File: src/rtl/uart_rx_gen2_if.sv
// Signal bundle between a UART line/host side and uart_rx_gen2.
// master: the side driving the serial line, frame config and FIFO pops.
// slave:  the receiver itself.
interface uart_rx_gen2_if #(
    parameter int unsigned DATA_WIDTH = 8,
    parameter int unsigned PRESCALE_W = 6
);
    logic                  RX_IN;
    logic                  PAR_EN;
    logic                  PAR_TYP;
    logic                  STOP2;
    logic [PRESCALE_W-1:0] Prescale;
    logic                  RD_EN;
    logic [DATA_WIDTH-1:0] P_DATA;
    logic                  Data_valid;
    logic                  Parity_Error;
    logic                  Stop_Error;
    logic                  Break_Det;
    logic                  Overrun;

    modport master (
        output RX_IN, PAR_EN, PAR_TYP, STOP2, Prescale, RD_EN,
        input  P_DATA, Data_valid, Parity_Error, Stop_Error, Break_Det, Overrun
    );

    modport slave (
        input  RX_IN, PAR_EN, PAR_TYP, STOP2, Prescale, RD_EN,
        output P_DATA, Data_valid, Parity_Error, Stop_Error, Break_Det, Overrun
    );
endinterface

File: src/rtl/uart_rx_gen2.sv
// Oversampling UART receiver with 3-sample majority voting, optional parity,
// one or two stop bits and break detection.
// Build option UART_RX_FIFO_EN: adds a 4-entry receive FIFO with sticky Overrun.
// Without it Data_valid is a one-cycle pulse and P_DATA holds the last good word.
module uart_rx_gen2 #(
    parameter int unsigned DATA_WIDTH = 8,
    parameter int unsigned PRESCALE_W = 6
) (
    input logic           CLK,
    input logic           RST,
    uart_rx_gen2_if.slave rx_if
);

    localparam int unsigned BitCntW = 4;

    typedef enum logic [2:0] {
        StIdle,
        StStart,
        StData,
        StParity,
        StStop,
        StBrkWait
    } state_e;

    state_e                state_q, state_d;
    logic [PRESCALE_W-1:0] edge_cnt_q, edge_cnt_d;
    logic [BitCntW-1:0]    bit_cnt_q, bit_cnt_d;
    logic [DATA_WIDTH-1:0] shift_q, shift_d;
    logic [1:0]            smp_q, smp_d;
    logic                  par_en_q, par_en_d;
    logic                  par_typ_q, par_typ_d;
    logic                  stop2_q, stop2_d;
    logic [PRESCALE_W-1:0] ps_q, ps_d;
    logic                  par_bit_q, par_bit_d;
    logic                  stop_err_q, stop_err_d;

    logic                  perr_q, perr_d;
    logic                  serr_q, serr_d;
    logic                  brk_q, brk_d;

    logic                  rx;
    logic [PRESCALE_W-1:0] half;
    logic                  at_s0, at_s1, at_dec, edge_last;
    logic [PRESCALE_W-1:0] edge_nxt;
    logic                  maj;
    logic                  frame_done, frame_ok, perr_ev, serr_ev, brk_ev;

    assign rx        = rx_if.RX_IN;
    assign half      = ps_q >> 1;
    assign at_s0     = (edge_cnt_q == (half - PRESCALE_W'(1)));
    assign at_s1     = (edge_cnt_q == half);
    assign at_dec    = (edge_cnt_q == (half + PRESCALE_W'(1)));
    assign edge_last = (edge_cnt_q == (ps_q - PRESCALE_W'(1)));
    assign edge_nxt  = edge_last ? '0 : edge_cnt_q + PRESCALE_W'(1);
    // Third sample is the live line value at the decision edge.
    assign maj       = (smp_q[0] & smp_q[1]) | (smp_q[0] & rx) | (smp_q[1] & rx);

    // Frame FSM: next state, counters, shift register and per-frame events.
    always_comb begin
        state_d    = state_q;
        edge_cnt_d = edge_cnt_q;
        bit_cnt_d  = bit_cnt_q;
        shift_d    = shift_q;
        smp_d      = smp_q;
        par_en_d   = par_en_q;
        par_typ_d  = par_typ_q;
        stop2_d    = stop2_q;
        ps_d       = ps_q;
        par_bit_d  = par_bit_q;
        stop_err_d = stop_err_q;
        frame_done = 1'b0;
        perr_ev    = 1'b0;
        serr_ev    = 1'b0;
        brk_ev     = 1'b0;

        if (state_q inside {StStart, StData, StParity, StStop}) begin
            if (at_s0) smp_d[0] = rx;
            if (at_s1) smp_d[1] = rx;
        end

        case (state_q)
            StIdle: begin
                edge_cnt_d = '0;
                bit_cnt_d  = '0;
                if (!rx) begin
                    // This cycle is edge 0 of the start bit.
                    state_d    = StStart;
                    edge_cnt_d = PRESCALE_W'(1);
                    par_en_d   = rx_if.PAR_EN;
                    par_typ_d  = rx_if.PAR_TYP;
                    stop2_d    = rx_if.STOP2;
                    ps_d       = rx_if.Prescale;
                    par_bit_d  = 1'b0;
                    stop_err_d = 1'b0;
                end
            end
            StStart: begin
                edge_cnt_d = edge_nxt;
                if (at_dec && maj) begin
                    state_d    = StIdle;
                    edge_cnt_d = '0;
                end else if (edge_last) begin
                    state_d   = StData;
                    bit_cnt_d = '0;
                end
            end
            StData: begin
                edge_cnt_d = edge_nxt;
                if (at_dec) shift_d = {maj, shift_q[DATA_WIDTH-1:1]};
                if (edge_last) begin
                    if (bit_cnt_q == BitCntW'(DATA_WIDTH - 1)) begin
                        bit_cnt_d = '0;
                        state_d   = par_en_q ? StParity : StStop;
                    end else begin
                        bit_cnt_d = bit_cnt_q + BitCntW'(1);
                    end
                end
            end
            StParity: begin
                edge_cnt_d = edge_nxt;
                if (at_dec) par_bit_d = maj;
                if (edge_last) begin
                    state_d   = StStop;
                    bit_cnt_d = '0;
                end
            end
            StStop: begin
                edge_cnt_d = edge_nxt;
                if (at_dec) begin
                    if (bit_cnt_q == '0) begin
                        if ((shift_q == '0) && !(par_en_q && par_bit_q) && !maj) begin
                            brk_ev     = 1'b1;
                            state_d    = StBrkWait;
                            edge_cnt_d = '0;
                        end else if (stop2_q) begin
                            stop_err_d = !maj;
                        end else begin
                            frame_done = 1'b1;
                            serr_ev    = !maj;
                        end
                    end else begin
                        frame_done = 1'b1;
                        serr_ev    = stop_err_q | !maj;
                    end
                    if (frame_done) begin
                        perr_ev    = par_en_q && (par_bit_q != ((^shift_q) ^ par_typ_q));
                        state_d    = StIdle;
                        edge_cnt_d = '0;
                        bit_cnt_d  = '0;
                    end
                end else if (edge_last) begin
                    bit_cnt_d = BitCntW'(1);
                end
            end
            StBrkWait: begin
                // Count consecutive high cycles; any low restarts the bit time.
                if (!rx) begin
                    edge_cnt_d = '0;
                end else if (edge_last) begin
                    state_d    = StIdle;
                    edge_cnt_d = '0;
                end else begin
                    edge_cnt_d = edge_nxt;
                end
            end
            default: begin
                state_d    = StIdle;
                edge_cnt_d = '0;
                bit_cnt_d  = '0;
            end
        endcase

        frame_ok = frame_done && !perr_ev && !serr_ev;
        perr_d   = perr_ev;
        serr_d   = serr_ev;
        brk_d    = brk_ev;
    end

    // FSM state, datapath and error-pulse registers.
    always_ff @(posedge CLK) begin
        if (RST) begin
            state_q    <= StIdle;
            edge_cnt_q <= '0;
            bit_cnt_q  <= '0;
            shift_q    <= '0;
            smp_q      <= '0;
            par_en_q   <= 1'b0;
            par_typ_q  <= 1'b0;
            stop2_q    <= 1'b0;
            ps_q       <= '0;
            par_bit_q  <= 1'b0;
            stop_err_q <= 1'b0;
            perr_q     <= 1'b0;
            serr_q     <= 1'b0;
            brk_q      <= 1'b0;
        end else begin
            state_q    <= state_d;
            edge_cnt_q <= edge_cnt_d;
            bit_cnt_q  <= bit_cnt_d;
            shift_q    <= shift_d;
            smp_q      <= smp_d;
            par_en_q   <= par_en_d;
            par_typ_q  <= par_typ_d;
            stop2_q    <= stop2_d;
            ps_q       <= ps_d;
            par_bit_q  <= par_bit_d;
            stop_err_q <= stop_err_d;
            perr_q     <= perr_d;
            serr_q     <= serr_d;
            brk_q      <= brk_d;
        end
    end

    assign rx_if.Parity_Error = perr_q;
    assign rx_if.Stop_Error   = serr_q;
    assign rx_if.Break_Det    = brk_q;

`ifdef UART_RX_FIFO_EN
    logic [DATA_WIDTH-1:0] mem_q [4];
    logic [DATA_WIDTH-1:0] mem_d [4];
    logic [1:0]            wr_q, wr_d;
    logic [1:0]            rd_q, rd_d;
    logic [2:0]            cnt_q, cnt_d;
    logic                  ovr_q, ovr_d;
    logic                  pop, push, full;

    // FIFO bookkeeping; a pop frees the slot for a same-cycle push when full.
    always_comb begin
        mem_d = mem_q;
        wr_d  = wr_q;
        rd_d  = rd_q;
        pop   = rx_if.RD_EN && (cnt_q != 3'd0);
        full  = (cnt_q == 3'd4);
        push  = frame_ok && (!full || pop);
        ovr_d = ovr_q | (frame_ok && full && !pop);
        if (push) begin
            mem_d[wr_q] = shift_q;
            wr_d        = wr_q + 2'd1;
        end
        if (pop) rd_d = rd_q + 2'd1;
        cnt_d = cnt_q + {2'b00, push} - {2'b00, pop};
    end

    // FIFO pointers, level and sticky overrun.
    always_ff @(posedge CLK) begin
        if (RST) begin
            wr_q  <= '0;
            rd_q  <= '0;
            cnt_q <= '0;
            ovr_q <= 1'b0;
        end else begin
            wr_q  <= wr_d;
            rd_q  <= rd_d;
            cnt_q <= cnt_d;
            ovr_q <= ovr_d;
        end
    end

    // Storage needs no reset: it is only visible while the level is non-zero.
    always_ff @(posedge CLK) begin
        mem_q <= mem_d;
    end

    assign rx_if.P_DATA     = (cnt_q != 3'd0) ? mem_q[rd_q] : '0;
    assign rx_if.Data_valid = (cnt_q != 3'd0);
    assign rx_if.Overrun    = ovr_q;
`else
    logic [DATA_WIDTH-1:0] p_data_q, p_data_d;
    logic                  dv_q, dv_d;
    logic                  unused_rd_en;

    assign unused_rd_en = rx_if.RD_EN;

    // Hold the last good word; error frames leave it untouched.
    always_comb begin
        p_data_d = frame_ok ? shift_q : p_data_q;
        dv_d     = frame_ok;
    end

    // Output word and valid pulse.
    always_ff @(posedge CLK) begin
        if (RST) begin
            p_data_q <= '0;
            dv_q     <= 1'b0;
        end else begin
            p_data_q <= p_data_d;
            dv_q     <= dv_d;
        end
    end

    assign rx_if.P_DATA     = p_data_q;
    assign rx_if.Data_valid = dv_q;
    assign rx_if.Overrun    = 1'b0;
`endif

endmodule

File: src/flat_wrapper.sv
// flat-port wrapper written by rule: the top's interface ports become plain ports
module uart_rx_gen2_flat 
#(
    parameter int unsigned DATA_WIDTH = 8,
    parameter int unsigned PRESCALE_W = 6
)
  (CLK, RST, rx_if_RX_IN, rx_if_PAR_EN, rx_if_PAR_TYP, rx_if_STOP2, rx_if_Prescale, rx_if_RD_EN, rx_if_P_DATA, rx_if_Data_valid, rx_if_Parity_Error, rx_if_Stop_Error, rx_if_Break_Det, rx_if_Overrun);
  uart_rx_gen2_if #(.DATA_WIDTH(DATA_WIDTH), .PRESCALE_W(PRESCALE_W)) rx_if_i ();
  input logic CLK;
  input logic RST;
  input wire logic [$bits(rx_if_i.RX_IN)-1:0] rx_if_RX_IN;
  input wire logic [$bits(rx_if_i.PAR_EN)-1:0] rx_if_PAR_EN;
  input wire logic [$bits(rx_if_i.PAR_TYP)-1:0] rx_if_PAR_TYP;
  input wire logic [$bits(rx_if_i.STOP2)-1:0] rx_if_STOP2;
  input wire logic [$bits(rx_if_i.Prescale)-1:0] rx_if_Prescale;
  input wire logic [$bits(rx_if_i.RD_EN)-1:0] rx_if_RD_EN;
  output wire logic [$bits(rx_if_i.P_DATA)-1:0] rx_if_P_DATA;
  output wire logic [$bits(rx_if_i.Data_valid)-1:0] rx_if_Data_valid;
  output wire logic [$bits(rx_if_i.Parity_Error)-1:0] rx_if_Parity_Error;
  output wire logic [$bits(rx_if_i.Stop_Error)-1:0] rx_if_Stop_Error;
  output wire logic [$bits(rx_if_i.Break_Det)-1:0] rx_if_Break_Det;
  output wire logic [$bits(rx_if_i.Overrun)-1:0] rx_if_Overrun;
  assign rx_if_i.RX_IN = rx_if_RX_IN;
  assign rx_if_i.PAR_EN = rx_if_PAR_EN;
  assign rx_if_i.PAR_TYP = rx_if_PAR_TYP;
  assign rx_if_i.STOP2 = rx_if_STOP2;
  assign rx_if_i.Prescale = rx_if_Prescale;
  assign rx_if_i.RD_EN = rx_if_RD_EN;
  assign rx_if_P_DATA = rx_if_i.P_DATA;
  assign rx_if_Data_valid = rx_if_i.Data_valid;
  assign rx_if_Parity_Error = rx_if_i.Parity_Error;
  assign rx_if_Stop_Error = rx_if_i.Stop_Error;
  assign rx_if_Break_Det = rx_if_i.Break_Det;
  assign rx_if_Overrun = rx_if_i.Overrun;
  uart_rx_gen2 #(.DATA_WIDTH(DATA_WIDTH), .PRESCALE_W(PRESCALE_W)) u_core (.CLK(CLK), .RST(RST), .rx_if(rx_if_i));
endmodule
File: config.mk
export PLATFORM = sky130hd
export DESIGN_NAME = uart_rx_gen2_flat
export DESIGN_NICKNAME = d
export VERILOG_FILES = /design/src/rtl/uart_rx_gen2_if.sv /design/src/rtl/uart_rx_gen2.sv /design/src/flat_wrapper.sv
export SDC_FILE = /design/constraint.sdc
export NUM_CORES = 1
export LEC_CHECK = 0
export BUFFER_PORTS_ARGS = -buffer_cell sky130_fd_sc_hd__clkbuf_2
export CAP_MARGIN = 20
export CORE_ASPECT_RATIO = 2
export CORE_MARGIN = 4
export CORE_UTILIZATION = 35
export CTS_BUF_LIST = sky130_fd_sc_hd__clkbuf_2 sky130_fd_sc_hd__clkbuf_4 sky130_fd_sc_hd__clkbuf_8
export CTS_CLUSTER_SIZE = 14
export DETAILED_ROUTE_END_ITERATION = 12
export GPL_TIMING_DRIVEN = 0
export PLACE_DENSITY = 0.52
export RECOVER_POWER = 100
export REMOVE_ABC_BUFFERS = 1
export SLEW_MARGIN = 40
export SYNTH_ARGS = -nofsm -noshare
export SYNTH_HDL_FRONTEND = slang
export SYNTH_SLANG_ARGS = --single-unit
File: constraint.sdc
create_clock -name CLK -period 5.5 [get_ports CLK]
set_clock_uncertainty 0.05 [all_clocks]
set_input_delay 0.55 -clock CLK [delete_from_list [all_inputs] [get_ports CLK]]
set_output_delay 0.55 -clock CLK [all_outputs]
set_load 0.05 [all_outputs]
==> results.yml, run 1 <==
clock_tree:
  numCtsBuffers: 5
  cts.path.max_buffers: 2
  postCtsSetupRepairBufs: 0
  clk_latency_ns: 0.31
  clkSinkCount: 46
  cts-resized-gates: 0
  htreeDepth: 2
  cts_tree: "built"
  cts_root_buffer: "clkbuf_8"
  path_clk_slew_ns: 0.10
  cts_hold_buf: 0
cells_and_area:
  instances_no_fill: 445
  area_growth_pct: 6.331
  fillers: 858
  diodes: 0
  multiInputGateArea_um2: 1554
  drive_above_1_share_pct: 6.268
  final_common_cell: "dfxtp_1"
  post-route-util_pct: 37.88
  num-nets-final: 374
  layout_common_cells: "dfxtp_1 (46), nor2_1 (45), nand2_1 (41), a21oi_1 (27), inv_1 (19)"
  seqCellArea_um2: 920.9
timing:
  fin_crit_sh_pct: 64.93
  setup_viol: 0
  fin_tns_setup_ns: 0
  hold_viol_final: 0
  period_needed_ns: 3.571
  maxSlewHeadroom_pct: 3.038
  tightest_slew_ns: 1.443
  maxSlewViolCount: 0
  rsz0062_at_grt: "false"
  fmax_ghz: 0.2800
detailed_routing:
  via_per_inst: 5.164
  wl_per_cell_um: 14.49
  drt-pass1-iter-count: 4
  remaining_drc_errors: 0
  first_iter_violations: 80
  ant_nets: 0
  vias: 2298
  wirelength_um: 6447
yosys:
  ys_seq_area_share_pct: 34.26
  synthCells: 338
  synth_cell_types: 52
  synth-warning-count: 0
  synth_area_leaders: "dfxtp_1 (34%), nor2_1 (6.1%), xnor2_1 (5.9%), nand2_1 (5.7%), ha_1 (5.1%)"
  synth_area_per_cell_um2: 7.951
  netlist_area_um2: 2688
  yosysTopAreaCellShare_pct: 34.26
  synth_area_leader_cell: "dfxtp_1"
  yosys_register_bits: 46
power:
  p_leak_nw: 1.118
  ir_worst_vdd_uv: 174.0
  power_density_nw_per_um2: 364.5
placement:
  dp_cells: 437
  dp.final_hpwl_um: 4898
  numPortBuffers: 23
  gp_congestion: 0.8870
min_path:
  worstHoldStart: "rx_if_Prescale[2]"
  hold_class: "in2reg"
floorplan:
  row_count: 45
  dieArea_um2: 9229
  die_h_um: 131.9
  coreArea_um2: 7545
  io_pins: 26
  chipWidth_um: 69.96
  start_util_pct: 35.62
setup_path:
  timing_worst_setup_path_type: "reg2reg"
  r2r-start: "u_core.ps_q[2]"
  cp.arrival_ns: 3.71
  worstPathMaxFanout: 9
  crit_start: "u_core.ps_q[2]"
  cp-end-kind: "flop"
  reg2reg_setup_slack_ns: 1.93
  startpoint_type: "flop"
  required_ns: 5.64
global_routing:
  grt-ovfl-total: 0
  grt_pass1_vias: 2213
  grt_max_degree: 39
  antenna_found_initial: 0
  track_usage_pct: 14.63
  grt_pass1_wl_um: 10780
flow_run:
  maxCapViolCount: 0
outcome:
  status: "completed"
==> cell families after synthesis <==
logic type      synth area share [%]
compound gates                 14.67
xor+xnor                       10.38
fa+ha+maj                      5.493
buf+inv                        5.680
flops                          34.26
mux                            4.888
other cells                   0.1395
simple gates                   24.49
==> sequential cells by signal, summed over array words and instances (netlist names), 2 cells and up <==
signal / cells
u_core.ps_q: 6
u_core.smp_q: 2
u_core.bit_cnt_q: 4
u_core.edge_cnt_q: 6
u_core.state_q: 3
u_core.shift_q: 8
u_core.rx_if.P_DATA: 8
==> cell usage after synthesis (all sizes together) <==
cell / instances
a211oi: 5
nor3: 9
and3: 4
o21ai: 12
nor2: 46
a21oi: 27
o31ai: 4
inv: 19
o211ai: 1
buf: 7
nand2b: 2
nand3: 9
xor2: 13
nor3b: 3
conb: 1
nor4: 4
mux2: 1
and2: 1
ha: 11
o21a: 1
nor2b: 4
o22ai: 2
mux2i: 12
or4: 1
or3: 3
a21boi: 1
a311oi: 1
o32ai: 1
clkbuf: 12
a211o: 1
nand4: 5
o211a: 1
a21o: 2
o2bb2ai: 1
o311a: 1
o221ai: 1
nand3b: 3
nand2: 41
xnor2: 18
dfxtp: 46
maj3: 1
==> critical path, cell delays in order, from the launching register on <==
cell and delay (ns):
dfxtp_1 0.56, inv_1 0.15, ha_1 0.31, xor2_1 0.17, a211oi_1 0.27, nand4_1 0.30, nor2_1 0.55, nand4_1 0.68
mux2i_1 0.34, nor2_1 0.05
==> metrics by stage <==
step | area [um2] | setup slack (ns) | hold WS [ns] | power (mW)
CTS | 2940 | 2.646 | 0.3987 | 1.092
global placement | 2839 | 2.646 | 0.3852 | 0.8635
detailed placement | 2850 | 2.657 | 0.3960 | 0.8725
finish | 2858 | 1.929 | 0.4027 | 1.042
floorplan | 2606 | 3.111 | 0.3712 | 0.7569
global route | 2858 | 1.481 | 0.4154 | 1.120
==> path summary, 6_finish.rpt <==
check / end / cells past startpoint
worst min-delay path: u_core.ps_q[2] / 3
worst max register to register: u_core.rx_if.P_DATA[1] / 9
worst min register to register: u_core.stop_err_q / 2
worst max-delay path: u_core.rx_if.P_DATA[1] / 9
==> where the power goes <==
group | switching [mW] | total, mW | internal [mW]
Clock | 0.128 | 0.218 | 0.0896
Combinational | 0.239 | 0.390 | 0.151
Sequential | 0.0694 | 0.433 | 0.364
Total | 0.437 | 1.04 | 0.605
==> layer usage <==
metal	up-vias	GRT usage, %	share of wire [%]	routed length (um)
met4	0	6.397	2.6	170
li1	1164	-	-	-
met5	-	0	0	0
met1	1090	14.78	39	2491
met3	13	1.908	2.0	127
met2	31	28.71	57	3658
==> final cells by class <==
type	count	area share, %
clock buffer	5	2.408
sequential	46	32.22
inverter	19	2.496
tap	94	4.116
clock inverter	3	0.7443
multi-input combinational	254	54.38
timing repair buffer	24	3.634
Power figures use the tool's default switching activity.
==> run 2, diff against run 1 <==
==> constraint.sdc (replaced) <==
create_clock -name CLK -period 3.6 [get_ports CLK]
set_clock_uncertainty 0.05 [all_clocks]
set_input_delay 0.36 -clock CLK [delete_from_list [all_inputs] [get_ports CLK]]
set_output_delay 0.36 -clock CLK [all_outputs]
set_load 0.05 [all_outputs]
==> run 2 against run 1 <==
Compared with the run above:
- combinational power rose by 64%
- sequential share of layout area is 0.60 points lower
- sequential power rose by 53%
- flip-flop and latch count unchanged
- via count barely moved
- final area is 1.9% higher
- global-route usage did not move
- highest routed layer unchanged
==> results.yml, run 2 (synthesis results as in run 1) <==
clock_tree:
  htreeDepth: 2
  cts.path.max_buffers: 2
  path_clk_slew_ns: 0.09
  cts_hold_buf: 0
  postCtsSetupRepairBufs: 0
  numCtsBuffers: 5
  clkSinkCount: 46
  cts-resized-gates: 0
  cts_root_buffer: "clkbuf_8"
  cts_tree: "built"
  clk_latency_ns: 0.31
floorplan:
  dieArea_um2: 9229
  row_count: 45
  coreArea_um2: 7545
  io_pins: 26
  start_util_pct: 35.62
  die_h_um: 131.9
  chipWidth_um: 69.96
timing:
  setup_viol: 0
  fmax_ghz: 0.3284
  period_needed_ns: 3.045
  tightest_slew_ns: 0.9595
  fin_tns_setup_ns: 0
  maxSlewViolCount: 0
  maxSlewHeadroom_pct: 35.44
  fin_crit_sh_pct: 84.57
  hold_viol_final: 0
  rsz0062_at_grt: "false"
detailed_routing:
  vias: 2296
  wirelength_um: 6448
  first_iter_violations: 65
  drt-pass1-iter-count: 4
  via_per_inst: 5.160
  ant_nets: 0
  remaining_drc_errors: 0
  wl_per_cell_um: 14.49
setup_path:
  cp-end-kind: "flop"
  required_ns: 3.79
  slowest_delay_ns: 0.56
  startpoint_type: "flop"
  cpMaxStageDelayCell: "dfxtp_1"
  cp.arrival_ns: 3.24
  cp_top_family: "simple AND/OR/NAND/NOR gates"
  crit_chain: "inv_1, ha_1, xor2_1, a211oi_1, nand4_4, nor2_8, a211oi_2, or4_1, a21oi_1"
  path_buf_inv: 1
  worstPathMaxFanout: 9
  timing_worst_setup_path_type: "reg2reg"
cells_and_area:
  layout_common_cells: "dfxtp_1 (46), nor2_1 (44), nand2_1 (41), a21oi_1 (27), inv_1 (19)"
  fin_area_um2: 2912
  num-nets-final: 374
  final_common_cell: "dfxtp_1"
  diodes: 0
  fillers: 853
  area_growth_pct: 8.333
  drive_above_1_share_pct: 7.692
outcome:
  status: "completed"
placement:
  dp.final_hpwl_um: 4898
  numPortBuffers: 23
  placed_cell_area_um2: 2850
  gp_congestion: 0.8870
min_path:
  hold_class: "in2reg"
global_routing:
  grt_pass1_wl_um: 10780
  grt-ovfl-total: 0
  grt_max_degree: 39
  grt_pass1_vias: 2213
  antenna_found_initial: 0
  track_usage_pct: 14.63
flow_run:
  maxCapViolCount: 0
power:
  p_leak_nw: 1.132
  ir_worst_vdd_uv: 265.4
  report.power.total_mw: 1.637
  power_density_nw_per_um2: 562.1
run 2: cell counts in the layout (fill, tap and decap cells not counted):
Identical to the previous run, type by type.
run 2: path summary, 6_finish.rpt:
path	from	endpoint	slack, ns	cells past startpoint
max	u_core.ps_q[2]	u_core.bit_cnt_q[1]	0.56	9
min	rx_if_Prescale[2]	u_core.ps_q[2]	0.21	3
max reg2reg	u_core.ps_q[2]	u_core.bit_cnt_q[1]	0.56	9
min reg2reg	u_core.stop_err_q	u_core.stop_err_q	0.41	2
run 2: report_power, final:
part | total (mW) | internal, mW | switching [mW] | leakage, nW
logic | 0.640 | 0.247 | 0.394 | 0.715
registers | 0.662 | 0.556 | 0.106 | 0.373
clock network | 0.334 | 0.137 | 0.198 | 0.0441
total | 1.64 | 0.939 | 0.697 | 1.13
run 2: worst reg2reg max path, delay by kind of cell (launching register included):
kind / cells / cell delay (ns)
and+or+nand+nor: 3 / 1.02
AOI/OAI and AO/OA: 3 / 0.70
DFF: 1 / 0.56
adders and majority gates: 1 / 0.31
xor gates and xnor gates: 1 / 0.17
buffers and inverters: 1 / 0.16
run 2: metal layers:
metal | up-vias | share of wire, % | GRT usage (%)
li1 | 1164 | - | -
met5 | - | 0 | 0
met1 | 1081 | 38 | 14.78
met4 | 0 | 2.6 | 6.397
met3 | 12 | 2.4 | 1.908
met2 | 39 | 57 | 28.71
run 2: through the flow:
step	setup slack [ns]	instances	util [%]	hold slack, ns
finish	0.5553	445	38.59	0.2104
global route	0.3643	445	38.59	0.2254
CTS	0.7461	445	38.97	0.2087
detailed placement	0.7570	437	37.78	0.3960
global placement	0.7642	436	37.63	0.3852
floorplan	1.211	319	-	0.3712
run 2: layout make-up:
cell class              instances  area (um2)  area share (%)
multi-input cells             254        1608           55.22
repair buffers                 24       103.9           3.567
well taps                      94       117.6           4.040
flip-flops and latches         46       920.9           31.63
inverters                      19       71.32           2.450
clock inverters                 3       21.27          0.7306
clock buffers                   5       68.82           2.364
==> run 3, diff against run 2 <==
--- a/config.mk
+++ b/config.mk
@@ -14,7 +14,7 @@
 export CTS_CLUSTER_SIZE = 14
 export DETAILED_ROUTE_END_ITERATION = 12
 export GPL_TIMING_DRIVEN = 0
-export PLACE_DENSITY = 0.52
+export PLACE_DENSITY = 0.54
 export RECOVER_POWER = 100
 export REMOVE_ABC_BUFFERS = 1
 export SLEW_MARGIN = 40
==> constraint.sdc (replaced) <==
create_clock -name CLK -period 2.79 [get_ports CLK]
set_clock_uncertainty 0.05 [all_clocks]
set_input_delay 0.279 -clock CLK [delete_from_list [all_inputs] [get_ports CLK]]
set_output_delay 0.279 -clock CLK [all_outputs]
set_load 0.05 [all_outputs]
==> run 3 against run 2 <==
Compared with the run above:
- clock power grew 24%
- setup slack lost 0.40 ns
- flip-flop and latch count is the same
- clock-buffer cell count is the same
- first-iteration DRC count grew 20%
- combinational power grew 41%
- final cell count grew 0.67%
- maximum frequency grew 16%
- utilization grew 0.66 points
- die area is the same
- critical path depth is the same
- hold slack lost 0.079 ns
==> results.yml, run 3 (synthesis results as in run 1) <==
power:
  power_density_nw_per_um2: 734.5
  report.power.total_mw: 2.175
  ir_worst_vdd_uv: 344.1
  p_leak_nw: 1.145
floorplan:
  io_pins: 26
  die_h_um: 131.9
  row_count: 45
  start_util_pct: 35.62
  coreArea_um2: 7545
  chipWidth_um: 69.96
  dieArea_um2: 9229
global_routing:
  grt_pass1_vias: 2275
  grt_max_degree: 39
  track_usage_pct: 14.44
  grt-ovfl-total: 0
  antenna_found_initial: 0
  grt_pass1_wl_um: 10650
clock_tree:
  path_clk_slew_ns: 0.08
  cts_hold_buf: 0
  cts.path.max_buffers: 2
  numCtsBuffers: 5
  clkSinkCount: 46
  cts_root_buffer: "clkbuf_8"
  htreeDepth: 2
  clk_latency_ns: 0.31
  cts_tree: "built"
cells_and_area:
  area_growth_pct: 10.20
  layout_common_cells: "nor2_1 (44), dfxtp_1 (44), nand2_1 (41), a21oi_1 (27), inv_1 (19)"
  diodes: 0
  drive_above_1_share_pct: 9.322
  num-nets-final: 377
  instances_no_fill: 448
  fillers: 830
timing:
  period_needed_ns: 2.634
  tightest_slew_ns: 1.045
  rsz0062_at_grt: "false"
  hold_viol_final: 0
  setup_viol: 0
  fin_crit_sh_pct: 94.40
  fmax_ghz: 0.3797
  maxSlewHeadroom_pct: 29.70
  whs_ns: 0.1313
  maxSlewViolCount: 0
placement:
  dp_cells: 437
  numPortBuffers: 23
  gp_congestion: 0.8738
  dp.final_hpwl_um: 4893
setup_path:
  cp-end-kind: "flop"
  worstPathMaxFanout: 7
  required_ns: 2.97
  startpoint_type: "flop"
  slowest_delay_ns: 0.51
  cpMaxStageDelayCell: "or4_1"
  timing_worst_setup_path_type: "reg2reg"
  crit_chain: "inv_1, ha_1, xor2_1, a211oi_2, nand4_4, nor2_8, a211oi_4, or4_1, a21oi_1"
  cp.arrival_ns: 2.82
detailed_routing:
  drt-pass1-iter-count: 4
  wirelength_um: 6362
  first_iter_violations: 78
  ant_nets: 0
  via_per_inst: 5.074
  wl_per_cell_um: 14.20
  vias: 2273
  remaining_drc_errors: 0
outcome:
  status: "completed"
min_path:
  hold_class: "in2reg"
flow_run:
  maxCapViolCount: 0
## run 3: cell count changes in the layout (fill, tap and decap cells not counted), sizes merged
cell | previous run | this run
buf | 1 | 2
clkbuf | 28 | 30
## run 3: metrics by stage
| step | util [%] | setup slack (ns) | setup TNS, ns | area, um2 |
|---|---|---|---|---|
| 2_1_floorplan | - | 0.4013 | 0 | 2606 |
| 6_report | 39.25 | 0.1563 | 0 | 2962 |
| 3_5_place_dp | 37.78 | -0.07116 | -0.2408 | 2850 |
| 5_1_grt | 39.25 | 0.004529 | 0 | 2962 |
| 4_1_cts | 39.14 | 0.02573 | 0 | 2953 |
| 3_3_place_gp | 37.63 | -0.05451 | -0.3984 | 2839 |
## run 3: power by group
| part | internal, mW | switching (mW) |
|---|---|---|
| Sequential | 0.719 | 0.138 |
| Clock | 0.176 | 0.238 |
| Combinational | 0.363 | 0.541 |
## run 3: final cells by class
cell class                 count  area (um2)  area share (%)
tap                           94       117.6           3.971
timing repair buffer          27       122.6           4.140
multi-input combinational    254        1634           55.18
inverter                      19       71.32           2.408
clock buffer                   5       68.82           2.324
sequential                    46       925.9           31.26
clock inverter                 3       21.27          0.7182
## run 3: timing repair
action,CTS,global route
resized for setup,3,4
endpoints found under the hold margin,0,0
pin swaps,0,2
endpoints found under the setup margin,11,17
setup buffers,0,3
## run 3: final timing paths
| check | start | end | slack (ns) | cells after the start |
|---|---|---|---|---|
| worst max-delay path | u_core.ps_q[1] | u_core.bit_cnt_q[1] | 0.16 | 9 |
| worst min-delay path | rx_if_Prescale[1] | u_core.ps_q[1] | 0.13 | 3 |
| worst max register to register | u_core.ps_q[1] | u_core.bit_cnt_q[1] | 0.16 | 9 |
| worst min register to register | u_core.stop_err_q | u_core.stop_err_q | 0.40 | 2 |
## run 3: routing by layer
metal / vias up / part of all wire [%] / global-route usage, %
li1: 1169 / - / -
met1: 1051 / 37 / 13.87
met2: 34 / 56 / 27.98
met3: 19 / 2.5 / 2.214
met4: 0 / 4.4 / 8.209
met5: - / 0 / 0
## run 3: worst max-delay path, delay by kind of cell, from the launching register on
kind	cells	cell delay [ns]
AND/OR/NAND/NOR	3	0.97
AO/OA/AOI/OAI	3	0.52
flip-flops	1	0.42
adder cells (fa/ha/maj)	1	0.31
XOR/XNOR	1	0.18
buffers and inverters	1	0.11
